$ cat config.mk
export PLATFORM = sky130hd
export DESIGN_NAME = fifo_wr_arbiter
export DESIGN_NICKNAME = d
export VERILOG_FILES = /design/src/rtl/fifo_wr_arbiter.sv
export SDC_FILE = /design/constraint.sdc
export NUM_CORES = 1
export LEC_CHECK = 0
export CAP_MARGIN = 30
export CORE_UTILIZATION = 35
export CTS_CLUSTER_SIZE = 40
export DETAILED_ROUTE_END_ITERATION = 16
export PLACE_DENSITY = 0.79
export SYNTH_ARGS = -nofsm -noshare
export SYNTH_HDL_FRONTEND = slang
export SYNTH_SLANG_ARGS = --single-unit
$ cat constraint.sdc
create_clock -name clk -period 1.8 [get_ports clk]
set_input_delay 0.27 -clock clk [delete_from_list [all_inputs] [get_ports clk]]
set_output_delay 0.27 -clock clk [all_outputs]
set_load 0.005 [all_outputs]
$ cat src/rtl/fifo_wr_arbiter.sv
// fifo_wr_arbiter
// Round-robin arbiter that shares one synchronous FIFO write port between
// NUM_REQ valid/ready producers. Each grant lasts up to BURST_LEN beats.
// A grant ends early if the owner drops valid. A full FIFO stalls the
// owner without costing it its grant.
//
// Ports
//   clk           clock, rising edge
//   rst_n         synchronous active-low reset
//   req_valid     per-requester valid
//   req_data      packed data, requester i at [i*DATA_WIDTH +: DATA_WIDTH]
//   req_ready     per-requester accept (one-hot or zero)
//   fifo_full     FIFO full flag
//   fifo_w_en     FIFO write enable
//   fifo_data_in  FIFO write data
//   grant_id      current owner index (0 while idle)
//   grant_active  high while a requester owns the port
//
// state | meaning
// ------+------------------------------------------------------------
// IDLE  | no owner; pick next valid requester at/after rr_ptr (wrapping)
// OWN   | owner streams beats into the FIFO; stalls while fifo_full
module fifo_wr_arbiter #(
   parameter int NUM_REQ    = 4,
   parameter int DATA_WIDTH = 8,
   parameter int BURST_LEN  = 4,
   localparam int ID_W  = $clog2(NUM_REQ),
   localparam int CNT_W = $clog2(BURST_LEN + 1)
) (
   input  logic                          clk,
   input  logic                          rst_n,
   input  logic [NUM_REQ-1:0]            req_valid,
   input  logic [NUM_REQ*DATA_WIDTH-1:0] req_data,
   output logic [NUM_REQ-1:0]            req_ready,
   input  logic                          fifo_full,
   output logic                          fifo_w_en,
   output logic [DATA_WIDTH-1:0]         fifo_data_in,
   output logic [ID_W-1:0]               grant_id,
   output logic                          grant_active
);

   typedef enum logic {
      S_IDLE = 1'b0,
      S_OWN  = 1'b1
   } state_t;

   localparam logic [CNT_W-1:0] LAST_BEAT = CNT_W'(BURST_LEN - 1);
   localparam logic [ID_W-1:0]  LAST_ID   = ID_W'(NUM_REQ - 1);

   state_t                 state_q, state_d;
   logic [ID_W-1:0]        owner_q, owner_d;
   logic [ID_W-1:0]        rr_ptr_q, rr_ptr_d;
   logic [CNT_W-1:0]       burst_cnt_q, burst_cnt_d;

   logic                   pick_found;
   logic [ID_W-1:0]        pick_id;
   logic [ID_W:0]          cand_sum;
   logic                   owner_valid;
   logic [DATA_WIDTH-1:0]  owner_data;
   logic [NUM_REQ-1:0]     owner_onehot;
   logic [ID_W-1:0]        next_ptr;
   logic                   beat;

   // Rotating priority search: offset k from rr_ptr, folded back into range
   // without a modulo so non-power-of-2 NUM_REQ works.
   always_comb begin
      pick_found = 1'b0;
      pick_id    = '0;
      cand_sum   = '0;
      for (int k = 0; k < NUM_REQ; k++) begin
         cand_sum = {1'b0, rr_ptr_q} + (ID_W+1)'(k);
         if (cand_sum >= (ID_W+1)'(NUM_REQ)) begin
            cand_sum = cand_sum - (ID_W+1)'(NUM_REQ);
         end
         if (!pick_found && req_valid[cand_sum[ID_W-1:0]]) begin
            pick_found = 1'b1;
            pick_id    = cand_sum[ID_W-1:0];
         end
      end
   end

   always_comb begin
      owner_valid  = 1'b0;
      owner_data   = '0;
      owner_onehot = '0;
      for (int i = 0; i < NUM_REQ; i++) begin
         if (owner_q == ID_W'(i)) begin
            owner_valid     = req_valid[i];
            owner_data      = req_data[i*DATA_WIDTH +: DATA_WIDTH];
            owner_onehot[i] = 1'b1;
         end
      end
   end

   assign next_ptr = (owner_q == LAST_ID) ? '0 : owner_q + 1'b1;

   always_comb begin
      state_d      = state_q;
      owner_d      = owner_q;
      rr_ptr_d     = rr_ptr_q;
      burst_cnt_d  = burst_cnt_q;
      req_ready    = '0;
      fifo_w_en    = 1'b0;
      fifo_data_in = '0;
      grant_id     = '0;
      grant_active = 1'b0;
      beat         = 1'b0;
      case (state_q)
         S_IDLE: begin
            if (pick_found) begin
               owner_d     = pick_id;
               burst_cnt_d = '0;
               state_d     = S_OWN;
            end
         end
         S_OWN: begin
            grant_active = 1'b1;
            grant_id     = owner_q;
            fifo_data_in = owner_data;
            // Gating with rst_n keeps a reset cycle from completing a beat.
            if (rst_n && !fifo_full) begin
               req_ready = owner_onehot;
            end
            beat      = owner_valid && rst_n && !fifo_full;
            fifo_w_en = beat;
            if (beat) begin
               burst_cnt_d = burst_cnt_q + 1'b1;
            end
            if (!owner_valid || (beat && burst_cnt_q == LAST_BEAT)) begin
               state_d  = S_IDLE;
               rr_ptr_d = next_ptr;
            end
         end
         default: state_d = S_IDLE;
      endcase
   end

   always_ff @(posedge clk) begin
      if (!rst_n) begin
         state_q     <= S_IDLE;
         owner_q     <= '0;
         rr_ptr_q    <= '0;
         burst_cnt_q <= '0;
      end else begin
         state_q     <= state_d;
         owner_q     <= owner_d;
         rr_ptr_q    <= rr_ptr_d;
         burst_cnt_q <= burst_cnt_d;
      end
   end

endmodule

==> results.json <==
{
  "status": "finished with violations",
  "failed_checks": "negative setup slack",
  "antenna_cells": 0,
  "synth.area.top_cells": "dfxtp_1 17%, and3b_1 8.6%, ha_1 8.2%, a22o_1 7.7%, a21oi_1 7.1%",
  "synth_top_flop_cell": "dfxtp_1",
  "ys_types": 31,
  "hold_class": "reg -> reg",
  "totalWireLength_mm": 3.65,
  "top_level_ports": 55,
  "grt_overflow": 0,
  "port_buffers": 54,
  "fin_crit_ps": 1980,
  "max_stage_delay_ps": 350,
  "grt_first_pass_wirelength_mm": 5.20,
  "wl_per_cell_um": 15.7,
  "power_uw": 886,
  "hold_viol": 0,
  "post-synth-top-area-cell": "dfxtp_1",
  "drv_cap": 0,
  "drt_iter0_markers": 22,
  "cts_tree": "done",
  "max-vdd-ir-drop_uv": 468,
  "globalplace.congestion": 0.852,
  "cts.sinks": 8,
  "yosys_warnings": 0,
  "syn-num-nets": 162,
  "synth_area_sq_um": 916,
  "seq_area_frac_synth_pct": 17.5,
  "slew_viol_final": 0,
  "slowest_stage": "dfxtp_2",
  "crit_arrival_ps": 1710,
  "drive_gt1_share_pct": 37.1,
  "worstPathRequired_ps": 1530,
  "cts_inserted_buffers": 3,
  "async_flop_share_pct": 0,
  "ys_top_cells_by_count": "17 x nand2_1, 13 x a21oi_1, 10 x o21ai_0, 9 x and3b_1",
  "rsz0062_at_grt": "yes",
  "p_per_area_nw_per_um2": 482,
  "synth_most_common_cell": "nand2_1",
  "vias": 1238,
  "grt_pass1_vias": 1199,
  "yosysTopAreaCellShare_pct": 17.5,
  "cts_buffer_depth": 2,
  "viasPerCell": 5.34,
  "relSlewSlack_pct": 79.0,
  "synth-seq-cells": 8,
  "start_kind": "register",
  "drc": 0,
  "rows": 18,
  "htree_levels": 1,
  "crit_fanout": 5,
  "firstDrtPassIters": 6,
  "area_growth_pct": 101,
  "final_cell_count_no_fill": 232,
  "fin_crit_sh_pct": 110,
  "ant_nets": 0,
  "endpoint_kind": "output port",
  "clk-insertion-delay-late_ps": 250,
  "fp.coreArea_sq_um": 2480,
  "worst_hold_slack_ps": 464,
  "max_freq_mhz": 505,
  "grt_util_all_layers_pct": 25.4,
  "worstMarginPinSlew_ps": 312,
  "fin_ws_ps": -178,
  "setup_viol": 9,
  "layout.nets": 249,
  "die_height_um": 53.2,
  "synthCells": 117,
  "place_ws_ps": -266,
  "initial_utilization_pct": 37.0,
  "criticalPathCategory": "reg -> out",
  "placed_cells_incl_taps": 222,
  "antenna_found_initial": 0,
  "grt_max_degree": 17,
  "postCtsHoldBufs": 0,
  "root_buffer": "clkbuf_4",
  "synth_area_per_cell_sq_um": 7.83,
  "dieWidth_um": 53.2,
  "post-dp-hpwl_mm": 2.53,
  "p_leak_nw": 0.827,
  "clk_pin_slew_ps": 50,
  "die_area_sq_um": 2830,
  "clock_skew_ps": 3.02,
  "crit_chain": "inv_4 > ha_4 > buf_6 > and3b_1 > a21oi_2 > o21ai_1 > a22o_1 > clkdlybuf4s15_1",
  "synth_edf_count": 0
}
-- final timing paths --
path | cells past startpoint | from | end | slack (ps)
worst min register to register | 2 | burst_cnt_q[2] | burst_cnt_q[2] | 460
worst max register to register | 8 | owner_q[1] | rr_ptr_q[0] | 60
worst min-delay path | 2 | burst_cnt_q[2] | burst_cnt_q[2] | 460
worst max-delay path | 8 | owner_q[1] | fifo_data_in[1] | -180
-- timing repair --
item	in CTS	in global routing
setup endpoints to repair	13	13
buffers inserted	6	1
pin swaps	9	13
gates cloned	1	0
gates resized for setup	80	7
-- per-layer routing --
| layer | GRT usage, % | vias up | wire (um) |
|---|---|---|---|
| met5 | 0 | - | 0 |
| met4 | 12.3 | 0 | 63 |
| met3 | 6.32 | 8 | 360 |
| met2 | 51.9 | 56 | 1890 |
| met1 | 22.4 | 576 | 1340 |
| li1 | - | 598 | - |
-- state kept, by name, summed over array words and instances, names as in the netlist --
register and cells:
rr_ptr_q 2, state_q 1, owner_q 2, burst_cnt_q 3
-- kinds of logic after synthesis --
logic type / after synthesis / share of synthesized area [%]
muxes: 6 / 6.56
DFF: 8 / 17.5
AOI/OAI and AO/OA: 40 / 31.0
buffers and inverters: 13 / 6.69
and+or+nand+nor: 44 / 30.1
adders and majority gates: 6 / 8.20
-- where the power goes --
| group | switching (mW) | internal (mW) | total [mW] |
|---|---|---|---|
| registers | 0.0144 | 0.193 | 0.207 |
| clock network | 0.0588 | 0.0762 | 0.135 |
| logic | 0.227 | 0.317 | 0.544 |
| total | 0.300 | 0.586 | 0.886 |
-- cell type report --
type	count	area [sq um]
Multi-Input combinational cell	96	800
Timing Repair Buffer	88	781
Tap cell	30	37.5
Clock buffer	3	22.5
Fill cell	180	639
Sequential cell	8	169
Inverter	7	28.8
-- layout by cell type, fill, tap and decap left out, types with 5 or more instances in the layout --
| cell | synthesis | routed |
|---|---|---|
| clkdlybuf4s50_1 | 0 | 38 |
| buf_4 | 0 | 26 |
| nand2_1 | 17 | 17 |
| and3b_1 | 9 | 9 |
| a21oi_2 | 1 | 9 |
| o21ai_1 | 1 | 8 |
| a22o_1 | 8 | 8 |
| buf_6 | 1 | 8 |
| buf_2 | 4 | 7 |
| mux2i_1 | 6 | 6 |
| dlygate4sd2_1 | 0 | 6 |
| dfxtp_1 | 8 | 5 |
-- per-stage QoR --
step                      TNS [ps]  instance area, sq um  util, %
after floorplan                  0                   916        -
after global placement       -2780                  1660     67.1
after detailed placement     -3200                  1660     67.1
after CTS                     -687                  1820     73.6
after global routing         -1540                  1840     74.2
final                         -862                  1840     74.2
-- worst max-delay path: cells and delay by family (launching register included) --
kind,cells,cell delay (ps)
AO/OA/AOI/OAI,3,330
adder cells (fa/ha/maj),1,170
buffers and inverters,3,390
flip-flops,1,350
AND/OR/NAND/NOR,1,230
(Power assumes the default switching activity.)
